`src/rtl/program_loader_pkg.sv`:
```
// Shared definitions for the program loader: FSM states, error codes and
// the bit positions of the fields inside the frame header byte.
package loader_pkg;

    typedef enum logic [2:0] {
        ST_IDLE,
        ST_HDR,
        ST_DATA,
        ST_CHK,
        ST_DONE,
        ST_ERR
    } loaderState_t;

    localparam logic [1:0] ERR_NONE = 2'b00;
    localparam logic [1:0] ERR_CSUM = 2'b01;
    localparam logic [1:0] ERR_TMO  = 2'b10;

    // Header byte: [7:4] start address, [3:0] word count minus one
    localparam int HDR_ADDR_LSB = 4;
    localparam int HDR_LEN_LSB  = 0;
    localparam int HDR_LEN_W    = 4;

    // True in the states where the loader is consuming stream bytes
    function automatic logic isLoading(input loaderState_t s);
        return (s == ST_HDR) || (s == ST_DATA) || (s == ST_CHK);
    endfunction

endpackage

```
`src/rtl/program_loader_if.sv`:
```
// Byte stream input plus the RAM programming port of the loader.
// The slave modport is the loader's view; master is the stream source/RAM side.
interface program_loader_if #(
    parameter int ADDR_W = 4,
    parameter int DATA_W = 8
);
    logic              s_valid;
    logic [DATA_W-1:0] s_data;
    logic              s_ready;
    logic              prog_mode;
    logic              prog_we;
    logic [ADDR_W-1:0] prog_addr;
    logic [DATA_W-1:0] prog_data;

    modport master (
        output s_valid, s_data,
        input  s_ready, prog_mode, prog_we, prog_addr, prog_data
    );

    modport slave (
        input  s_valid, s_data,
        output s_ready, prog_mode, prog_we, prog_addr, prog_data
    );
endinterface

```
`src/rtl/program_loader_timeout.sv`:
```
// Idle-cycle watchdog: counts enabled cycles since the last clear and flags
// the cycle in which the count would reach TIMEOUT. TIMEOUT = 0 disables it.
module loader_timeout #(
    parameter int TIMEOUT = 255
) (
    input  logic clk,
    input  logic reset,
    input  logic clear,
    input  logic enable,
    output logic expired
);
    localparam int CW = (TIMEOUT < 2) ? 1 : $clog2(TIMEOUT + 1);

    logic [CW-1:0] count_q;
    logic [CW-1:0] count_d;

    // Clear has priority so a transfer always restarts the idle window
    always_comb begin
        count_d = count_q;
        if (clear) begin
            count_d = '0;
        end else if (enable) begin
            count_d = count_q + CW'(1);
        end
    end

    // Counter register
    always_ff @(posedge clk) begin
        if (reset) begin
            count_q <= '0;
        end else begin
            count_q <= count_d;
        end
    end

    // A clear in the same cycle (a transfer) wins over expiry
    assign expired = (TIMEOUT != 0) && enable && !clear
                     && (int'(count_q) == TIMEOUT - 1);

endmodule

```
`src/rtl/program_loader.sv`:
```
// Framed boot loader: receives header/data/checksum bytes, writes the data
// into program RAM and releases the CPU only after a good checksum.
module program_loader
    import loader_pkg::*;
#(
    parameter int ADDR_W  = 4,
    parameter int DATA_W  = 8,
    parameter int TIMEOUT = 255
) (
    input  logic                clk,
    input  logic                reset,
    input  logic                start,
    program_loader_if.slave     bus,
    output logic                cpu_run,
    output logic                busy,
    output logic                done,
    output logic                error,
    output logic [1:0]          err_code
);
    loaderState_t          state_q, state_d;
    logic [ADDR_W-1:0]     curAddr_q, curAddr_d;
    logic [HDR_LEN_W-1:0]  remaining_q, remaining_d;
    logic [DATA_W-1:0]     sum_q, sum_d;
    logic                  progWe_q, progWe_d;
    logic [ADDR_W-1:0]     progAddr_q, progAddr_d;
    logic [DATA_W-1:0]     progData_q, progData_d;
    logic [1:0]            errCode_q, errCode_d;

    logic loading;
    logic transfer;
    logic tmoExpired;

    assign loading  = isLoading(state_q);
    assign transfer = bus.s_valid && loading;

    loader_timeout #(
        .TIMEOUT (TIMEOUT)
    ) u_timeout (
        .clk     (clk),
        .reset   (reset),
        .clear   (transfer || !loading),
        .enable  (loading),
        .expired (tmoExpired)
    );

    // Frame parser: walks header, data and checksum, schedules RAM writes
    always_comb begin
        state_d     = state_q;
        curAddr_d   = curAddr_q;
        remaining_d = remaining_q;
        sum_d       = sum_q;
        progWe_d    = 1'b0;
        progAddr_d  = progAddr_q;
        progData_d  = progData_q;
        errCode_d   = errCode_q;

        case (state_q)
            ST_IDLE: begin
                if (start) begin
                    state_d = ST_HDR;
                end
            end
            ST_HDR: begin
                if (transfer) begin
                    curAddr_d   = bus.s_data[HDR_ADDR_LSB +: ADDR_W];
                    remaining_d = bus.s_data[HDR_LEN_LSB +: HDR_LEN_W];
                    sum_d       = '0;
                    state_d     = ST_DATA;
                end
            end
            ST_DATA: begin
                if (transfer) begin
                    progWe_d   = 1'b1;
                    progAddr_d = curAddr_q;
                    progData_d = bus.s_data;
                    sum_d      = sum_q + bus.s_data;
                    curAddr_d  = curAddr_q + ADDR_W'(1);
                    if (remaining_q == '0) begin
                        state_d = ST_CHK;
                    end else begin
                        remaining_d = remaining_q - HDR_LEN_W'(1);
                    end
                end
            end
            ST_CHK: begin
                if (transfer) begin
                    if (bus.s_data == sum_q) begin
                        state_d = ST_DONE;
                    end else begin
                        state_d   = ST_ERR;
                        errCode_d = ERR_CSUM;
                    end
                end
            end
            ST_DONE, ST_ERR: begin
                if (start) begin
                    state_d   = ST_HDR;
                    errCode_d = ERR_NONE;
                end
            end
            default: begin
                state_d = ST_IDLE;
            end
        endcase

        if (tmoExpired) begin
            state_d   = ST_ERR;
            errCode_d = ERR_TMO;
        end
    end

    // State, datapath and registered RAM port
    always_ff @(posedge clk) begin
        if (reset) begin
            state_q     <= ST_IDLE;
            curAddr_q   <= '0;
            remaining_q <= '0;
            sum_q       <= '0;
            progWe_q    <= 1'b0;
            progAddr_q  <= '0;
            progData_q  <= '0;
            errCode_q   <= ERR_NONE;
        end else begin
            state_q     <= state_d;
            curAddr_q   <= curAddr_d;
            remaining_q <= remaining_d;
            sum_q       <= sum_d;
            progWe_q    <= progWe_d;
            progAddr_q  <= progAddr_d;
            progData_q  <= progData_d;
            errCode_q   <= errCode_d;
        end
    end

    assign bus.s_ready   = loading;
    assign bus.prog_mode = loading;
    assign bus.prog_we   = progWe_q;
    assign bus.prog_addr = progAddr_q;
    assign bus.prog_data = progData_q;
    assign busy          = loading;
    assign done          = (state_q == ST_DONE);
    assign cpu_run       = (state_q == ST_DONE);
    assign error         = (state_q == ST_ERR);
    assign err_code      = errCode_q;

endmodule

```
`src/flat_wrapper.sv`:
```
// flat-port wrapper written by rule: the top's interface ports become plain ports
module program_loader_flat import loader_pkg::*;
#(
    parameter int ADDR_W  = 4,
    parameter int DATA_W  = 8,
    parameter int TIMEOUT = 255
)
  (clk, reset, start, cpu_run, busy, done, error, err_code, bus_s_valid, bus_s_data, bus_s_ready, bus_prog_mode, bus_prog_we, bus_prog_addr, bus_prog_data);
  program_loader_if #(.ADDR_W(ADDR_W), .DATA_W(DATA_W)) bus_i ();
  input  logic clk;
  input  logic reset;
  input  logic start;
  output logic cpu_run;
  output logic busy;
  output logic done;
  output logic error;
  output logic [1:0] err_code;
  input wire logic [$bits(bus_i.s_valid)-1:0] bus_s_valid;
  input wire logic [$bits(bus_i.s_data)-1:0] bus_s_data;
  output wire logic [$bits(bus_i.s_ready)-1:0] bus_s_ready;
  output wire logic [$bits(bus_i.prog_mode)-1:0] bus_prog_mode;
  output wire logic [$bits(bus_i.prog_we)-1:0] bus_prog_we;
  output wire logic [$bits(bus_i.prog_addr)-1:0] bus_prog_addr;
  output wire logic [$bits(bus_i.prog_data)-1:0] bus_prog_data;
  assign bus_i.s_valid = bus_s_valid;
  assign bus_i.s_data = bus_s_data;
  assign bus_s_ready = bus_i.s_ready;
  assign bus_prog_mode = bus_i.prog_mode;
  assign bus_prog_we = bus_i.prog_we;
  assign bus_prog_addr = bus_i.prog_addr;
  assign bus_prog_data = bus_i.prog_data;
  program_loader #(.ADDR_W(ADDR_W), .DATA_W(DATA_W), .TIMEOUT(TIMEOUT)) u_core (.clk(clk), .reset(reset), .start(start), .bus(bus_i), .cpu_run(cpu_run), .busy(busy), .done(done), .error(error), .err_code(err_code));
endmodule
```
`config.mk`:
```
export PLATFORM = sky130hd
export DESIGN_NAME = program_loader_flat
export DESIGN_NICKNAME = d
export VERILOG_FILES = /design/src/rtl/program_loader_pkg.sv /design/src/rtl/program_loader_if.sv /design/src/rtl/program_loader_timeout.sv /design/src/rtl/program_loader.sv /design/src/flat_wrapper.sv
export SDC_FILE = /design/constraint.sdc
export NUM_CORES = 1
export LEC_CHECK = 0
export ABC_AREA = 0
export CELL_PAD_IN_SITES_DETAIL_PLACEMENT = 0
export CELL_PAD_IN_SITES_GLOBAL_PLACEMENT = 1
export CORE_MARGIN = 1
export CORE_UTILIZATION = 40
export DETAILED_ROUTE_END_ITERATION = 6
export HOLD_SLACK_MARGIN = 0.03
export PLACE_DENSITY_LB_ADDON = 0.12
export SLEW_MARGIN = 40
export SYNTH_ARGS = -nofsm -noshare
export SYNTH_HDL_FRONTEND = slang
export SYNTH_SLANG_ARGS = --single-unit
```
`constraint.sdc`:
```
create_clock -name clk -period 2.2 [get_ports clk]
set_input_delay 0.33 -clock clk [delete_from_list [all_inputs] [get_ports clk]]
set_output_delay 0.33 -clock clk [all_outputs]
set_load 0.05 [all_outputs]
```
==> out/summary.txt <==
fillers: 537
Leak: 0.00109 uW
Boundary Pins: 33
die width: 77.6 um
yosys synthesis warning count: 0
Net Count, Synth: 307
power density cells: 749 nW/um^2
crit path capture type: flop
DR vias: 2158
GP Congestion: 0.863
Cell Chain, Critical Path: clkdlybuf4s50_1, ha_1, fa_1, a211oi_1, o21bai_1, a2111o_1, o211ai_2
layout net count: 354
worst skew pair latency: 0.29 ns
number of DRC markers in iteration 0: 85
syn avg cell area: 8.09 sq um
Worst IR Drop VDD: 0.000364 V
Seq/Total Area, Yosys: 36.7%
RSZ-0062 raised after global routing: no
die area: 6030 sq um
slowest CP cell: a2111o_1
Max Freq: 488 MHz
Antenna Nets Post-Route: 0
CTS Buf Count: 5
antenna cells: 0
# port buffers: 32
num rows: 27
Slew Viols, Final: 0
CTS clock-pin slew for the worst setup and hold paths: 0.08 ns
Synth Register Bits: 42
final wirelength: 5670 um
Max Cap Viol: 0
Routed wire per std cell: 14.1 um
Starting Density: 41.6%
status: complete, no violations
post-placement setup slack: -0.150 ns
Placed Cells incl. Taps: 395
type of origin of the critical path: primary input
number of synthesized flops with an enable pin: 0
Syn-to-layout area delta: 29.1%
worst setup margin: 0.151 ns
core area: 5510 sq um
non-filler instance count after layout: 403
Post-Synthesis Cells: 283
Distinct cells, synth: 46
H-tree depth: 2
final routed DRC violation total: 0
initial antenna violation count: 0
CTS tree: done
commonest non-fill, non-tap cell in the layout: dfxtp_1
actual slew at the worst max-slew pin: 0.578 ns
post-DR vias/cell: 5.35
slowest stage delay, CP: 0.43 ns
clock sink total: 42
Core Util, Final: 53.6%
gr ovfl total: 0
commonest non-fill, non-tap cells in the layout: dfxtp_1, nand2_1, a21oi_1, buf_4, clkdlybuf4s50_1
endpoints failing setup: 0
share of layout cells above drive strength 1: 14.2%
crit path DAT: 2.27 ns
largest net degree at the start of global routing: 21
Longest Clk Path Bufs: 2
First-pass DRT Iterations: 4
Final Hold Fails: 0
synthesized cell area: 2290 sq um
vias in the first global route: 1975
Crit path required time: 2.42 ns
Total GRT Usage: 19.9%
asr flop ratio synth: 0%
Die Y: 77.6 um
placed inst area: 2840 sq um
Power Total: 2210 uW
slew margin rel.: 61.4%
fin area: 2950 sq um
post-layout min period: 2.05 ns
first-pass GRT wire length: 9490 um
Tcrit/Tclk final: 93.1%
hpwl dp: 4150 um
clock root buffer: clkbuf_8
Main synth FF type: dfxtp_1
Hold Crit Class: reg -> reg
CP Max Fanout: 2
clk_skew: 0.00496 ns
critical path type: in -> reg
-- synthesized netlist by cell type (all sizes together), types with 3 or more instances --
cell,count,share of area [%]
o21bai,3,1.1
nor3,8,1.7
inv,8,1.3
a21oi,30,6.6
a211oi,4,1.3
or3,4,1.1
nand3,10,2.2
nor4,6,1.6
and3,4,1.1
o211ai,3,1.4
a21o,3,0.98
ha,11,6.0
nand4,7,1.9
dfxtp,42,37
nor2,16,2.6
and2,7,1.9
or4,3,0.98
xnor2,7,2.7
clkbuf,10,1.6
buf,10,2.5
o21ai,16,3.5
nand2,40,6.6
nor3b,4,1.5
xor2,3,1.1
-- layer usage --
metal | vias up | wire length (um) | track usage, %
met5 | - | 0 | 0
met4 | 0 | 47 | 5.09
met3 | 4 | 161 | 3.18
met2 | 42 | 2540 | 32.1
met1 | 1007 | 2920 | 27.5
li1 | 1105 | - | -
-- path summary, 6_finish.rpt --
check / slack [ns] / cells after the start / end / from
hold reg to reg: 0.46 / 2 / u_core.bus.prog_data[5]$_SDFFE_PP0P_ / u_core.bus.prog_data[5]$_SDFFE_PP0P_
hold / removal: 0.46 / 2 / u_core.bus.prog_data[5]$_SDFFE_PP0P_ / u_core.bus.prog_data[5]$_SDFFE_PP0P_
setup reg to reg: 0.18 / 5 / u_core.sum_q[3]$_SDFFE_PP0P_ / u_core.state_q[1]$_SDFFE_PP0P_
setup / recovery: 0.15 / 7 / u_core.sum_q[6]$_SDFFE_PP0P_ / bus_s_data[0]
-- cell families after synthesis --
group / synth area share (%)
and+or+nand+nor: 26.6
AOI/OAI and AO/OA: 20.5
DFF: 36.7
buffers and inverters: 5.47
adders and majority gates: 6.89
xor gates and xnor gates: 3.83
-- flip-flops by register name, indices dropped and copies added, names as in the netlist --
register                  cells
u_core.bus.prog_addr          4
u_core.bus.prog_data          8
u_core.bus.prog_we            1
u_core.curAddr_q              4
u_core.err_code               2
u_core.remaining_q            4
u_core.state_q                3
u_core.sum_q                  8
u_core.u_timeout.count_q      8
-- metrics by stage --
stage,TNS (ns),hold slack (ns)
5_1_grt,0,0.475
3_3_place_gp,-0.290,0.443
3_5_place_dp,-0.496,0.447
6_report,0,0.455
4_1_cts,0,0.459
2_1_floorplan,0,0.430
-- cell type report --
| class | count | area [sq um] | area share (%) |
|---|---|---|---|
| Tap cell | 72 | 90.1 | 3.05 |
| Multi-Input combinational cell | 213 | 1330 | 45.1 |
| Clock inverter | 1 | 30.0 | 1.02 |
| Sequential cell | 42 | 841 | 28.5 |
| Timing Repair Buffer | 60 | 554 | 18.8 |
| Clock buffer | 7 | 76.3 | 2.58 |
| Inverter | 8 | 30.0 | 1.02 |
-- worst max-delay path: cells and delay by family --
kind,cells,cell delay (ns)
buf+inv,1,0.42
compound gates,4,0.89
fa+ha+maj,2,0.63
-- power breakdown --
part / internal, uW / switching, uW
Sequential: 808 / 57.0
Clock: 340 / 260
Combinational: 314 / 433
Total: 1460 / 749
-- repair_timing --
action / CTS / global route
buffers inserted: 0 / 0
resized for setup: 1 / 2
hold buffers: 0 / 0
endpoints found under the setup margin: 1 / 4
(Power assumes the default switching activity.)
==> patch, RTL diff (config.mk and constraints unchanged) <==
`TIMEOUT` is set to 255 in 3 places; all go to 510.
--- a/src/rtl/program_loader_timeout.sv
+++ b/src/rtl/program_loader_timeout.sv
@@ -1,7 +1,7 @@
 // Idle-cycle watchdog: counts enabled cycles since the last clear and flags
 // the cycle in which the count would reach TIMEOUT. TIMEOUT = 0 disables it.
 module loader_timeout #(
-    parameter int TIMEOUT = 255
+    parameter int TIMEOUT = 510
 ) (
     input  logic clk,
     input  logic reset,
--- a/src/rtl/program_loader.sv
+++ b/src/rtl/program_loader.sv
@@ -5,7 +5,7 @@
 #(
     parameter int ADDR_W  = 4,
     parameter int DATA_W  = 8,
-    parameter int TIMEOUT = 255
+    parameter int TIMEOUT = 510
 ) (
     input  logic                clk,
     input  logic                reset,
--- a/src/flat_wrapper.sv
+++ b/src/flat_wrapper.sv
@@ -3,7 +3,7 @@
 #(
     parameter int ADDR_W  = 4,
     parameter int DATA_W  = 8,
-    parameter int TIMEOUT = 255
+    parameter int TIMEOUT = 510
 )
   (clk, reset, start, cpu_run, busy, done, error, err_code, bus_s_valid, bus_s_data, bus_s_ready, bus_prog_mode, bus_prog_we, bus_prog_addr, bus_prog_data);
   program_loader_if #(.ADDR_W(ADDR_W), .DATA_W(DATA_W)) bus_i ();
Check against the original RTL: no difference found for any inputs over 4 cycles, from zero or initial values and one cycle with reset high; that may be too few to reach the edited logic, so the function may still have changed.
==> patch against the unedited design <==
Wire length decreased by 7.1%. Area after synthesis decreased by 2.0%. Power down 20%. Setup slack worse by 0.049 ns. Global-route usage shrank 0.67 points. Maximum frequency fell by 2.4%. Cell area decreased by 3.8%. Non-clock buffer count unchanged. Sequential cell count up 1. Largest power group unchanged. Highest routed layer unchanged.
==> patch: results (changes against the unedited design) <==
| Metric | Value |
|---|---|
| Yosys cell types | `47 (+2.2%)` |
| Nets | `351 (-0.85%)` |
| DP Area | `0.00272 mm2 (-4.4%)` |
| First-pass GRT wire length | `9090 um (-4.3%)` |
| Hold Startpoint | `u_core.bus.prog_addr[0]` |
| Via count | `2,018 (-6.5%)` |
| Top post-synthesis cells by area | `dfxtp_1, a21oi_1, nand2_1, ha_1, nor2_1` |
| Worst Path Arrival | `2.32 ns (+0.05 ns)` |
| Post-synthesis sequential area ratio | `0.384 (+0.0165)` |
| Hold EP | `u_core.bus.prog_addr[0]` |
| R2R Path Start | `u_core.sum_q[1]` |
| Post-cts repair resize count | `0 (-1)` |
| Xor and xnor area share after synthesis | `0.0547 (+0.0164)` |
| Inst Count DP | `390 (-1.3%)` |
| Final Wtd Congestion | `0.867 (+0.44%)` |
| Number of global-route vias before repair | `1,898 (-3.9%)` |
| Complex-gate fraction of the synthesized area | `0.173 (-0.0320)` |
| Worst-case hold slack | `0.454 ns (-0.00139 ns)` |
| Top cells by count, synth | `dfxtp_1, nand2_1, a21oi_1, nor2_1, ha_1` |
| Outcome | `finished clean` |
| DPL Wire Length | `3820 um (-8.0%)` |
| Maximum VDD drop | `0.000251 V (-31%)` |
| R2R depth | `8 (+3)` |
| Reg-to-reg endpoint | `u_core.sum_q[7]` |
| Mux share of post-synthesis cell area | `0.00502 (+0.00502)` |
| Initial drt markers | `112 (+32%)` |
| Crit-path max FO | `5 (+3)` |
| Adder-cell area share of the yosys netlist | `0.0703 (+0.00142)` |
| # fillers | `518 (-3.5%)` |
| WL per Instance | `13.2 um (-6.0%)` |
| Worst path max stage delay | `0.45 ns (+0.02 ns)` |
| Setup Slack @ Placement | `-0.286 ns (-0.136 ns)` |
patch: report_power, final:
| group | internal (W) | total [W] | switching (W) |
|---|---|---|---|
| Combinational | 0.000173 | 0.000428 | 0.000255 |
| Sequential | 0.000812 | 0.000848 | 0.0000360 |
| Clock | 0.000222 | 0.000491 | 0.000269 |
| Total | 0.00121 | 0.00177 | 0.000560 |
patch: routing by layer:
metal  track usage  vias up  share of wire
li1              -     1056              -
met1         0.269      914           0.52
met2         0.297       42           0.44
met3        0.0369        6          0.031
met4        0.0577        0         0.0097
met5             0        -              0
patch: cell type report:
type	instances	share of cell area
Tap cell	70	0.0308
Clock buffer	6	0.0255
Clock inverter	2	0.00440
Inverter	9	0.0119
Multi-Input combinational cell	208	0.442
Sequential cell	43	0.303
Timing Repair Buffer	60	0.182
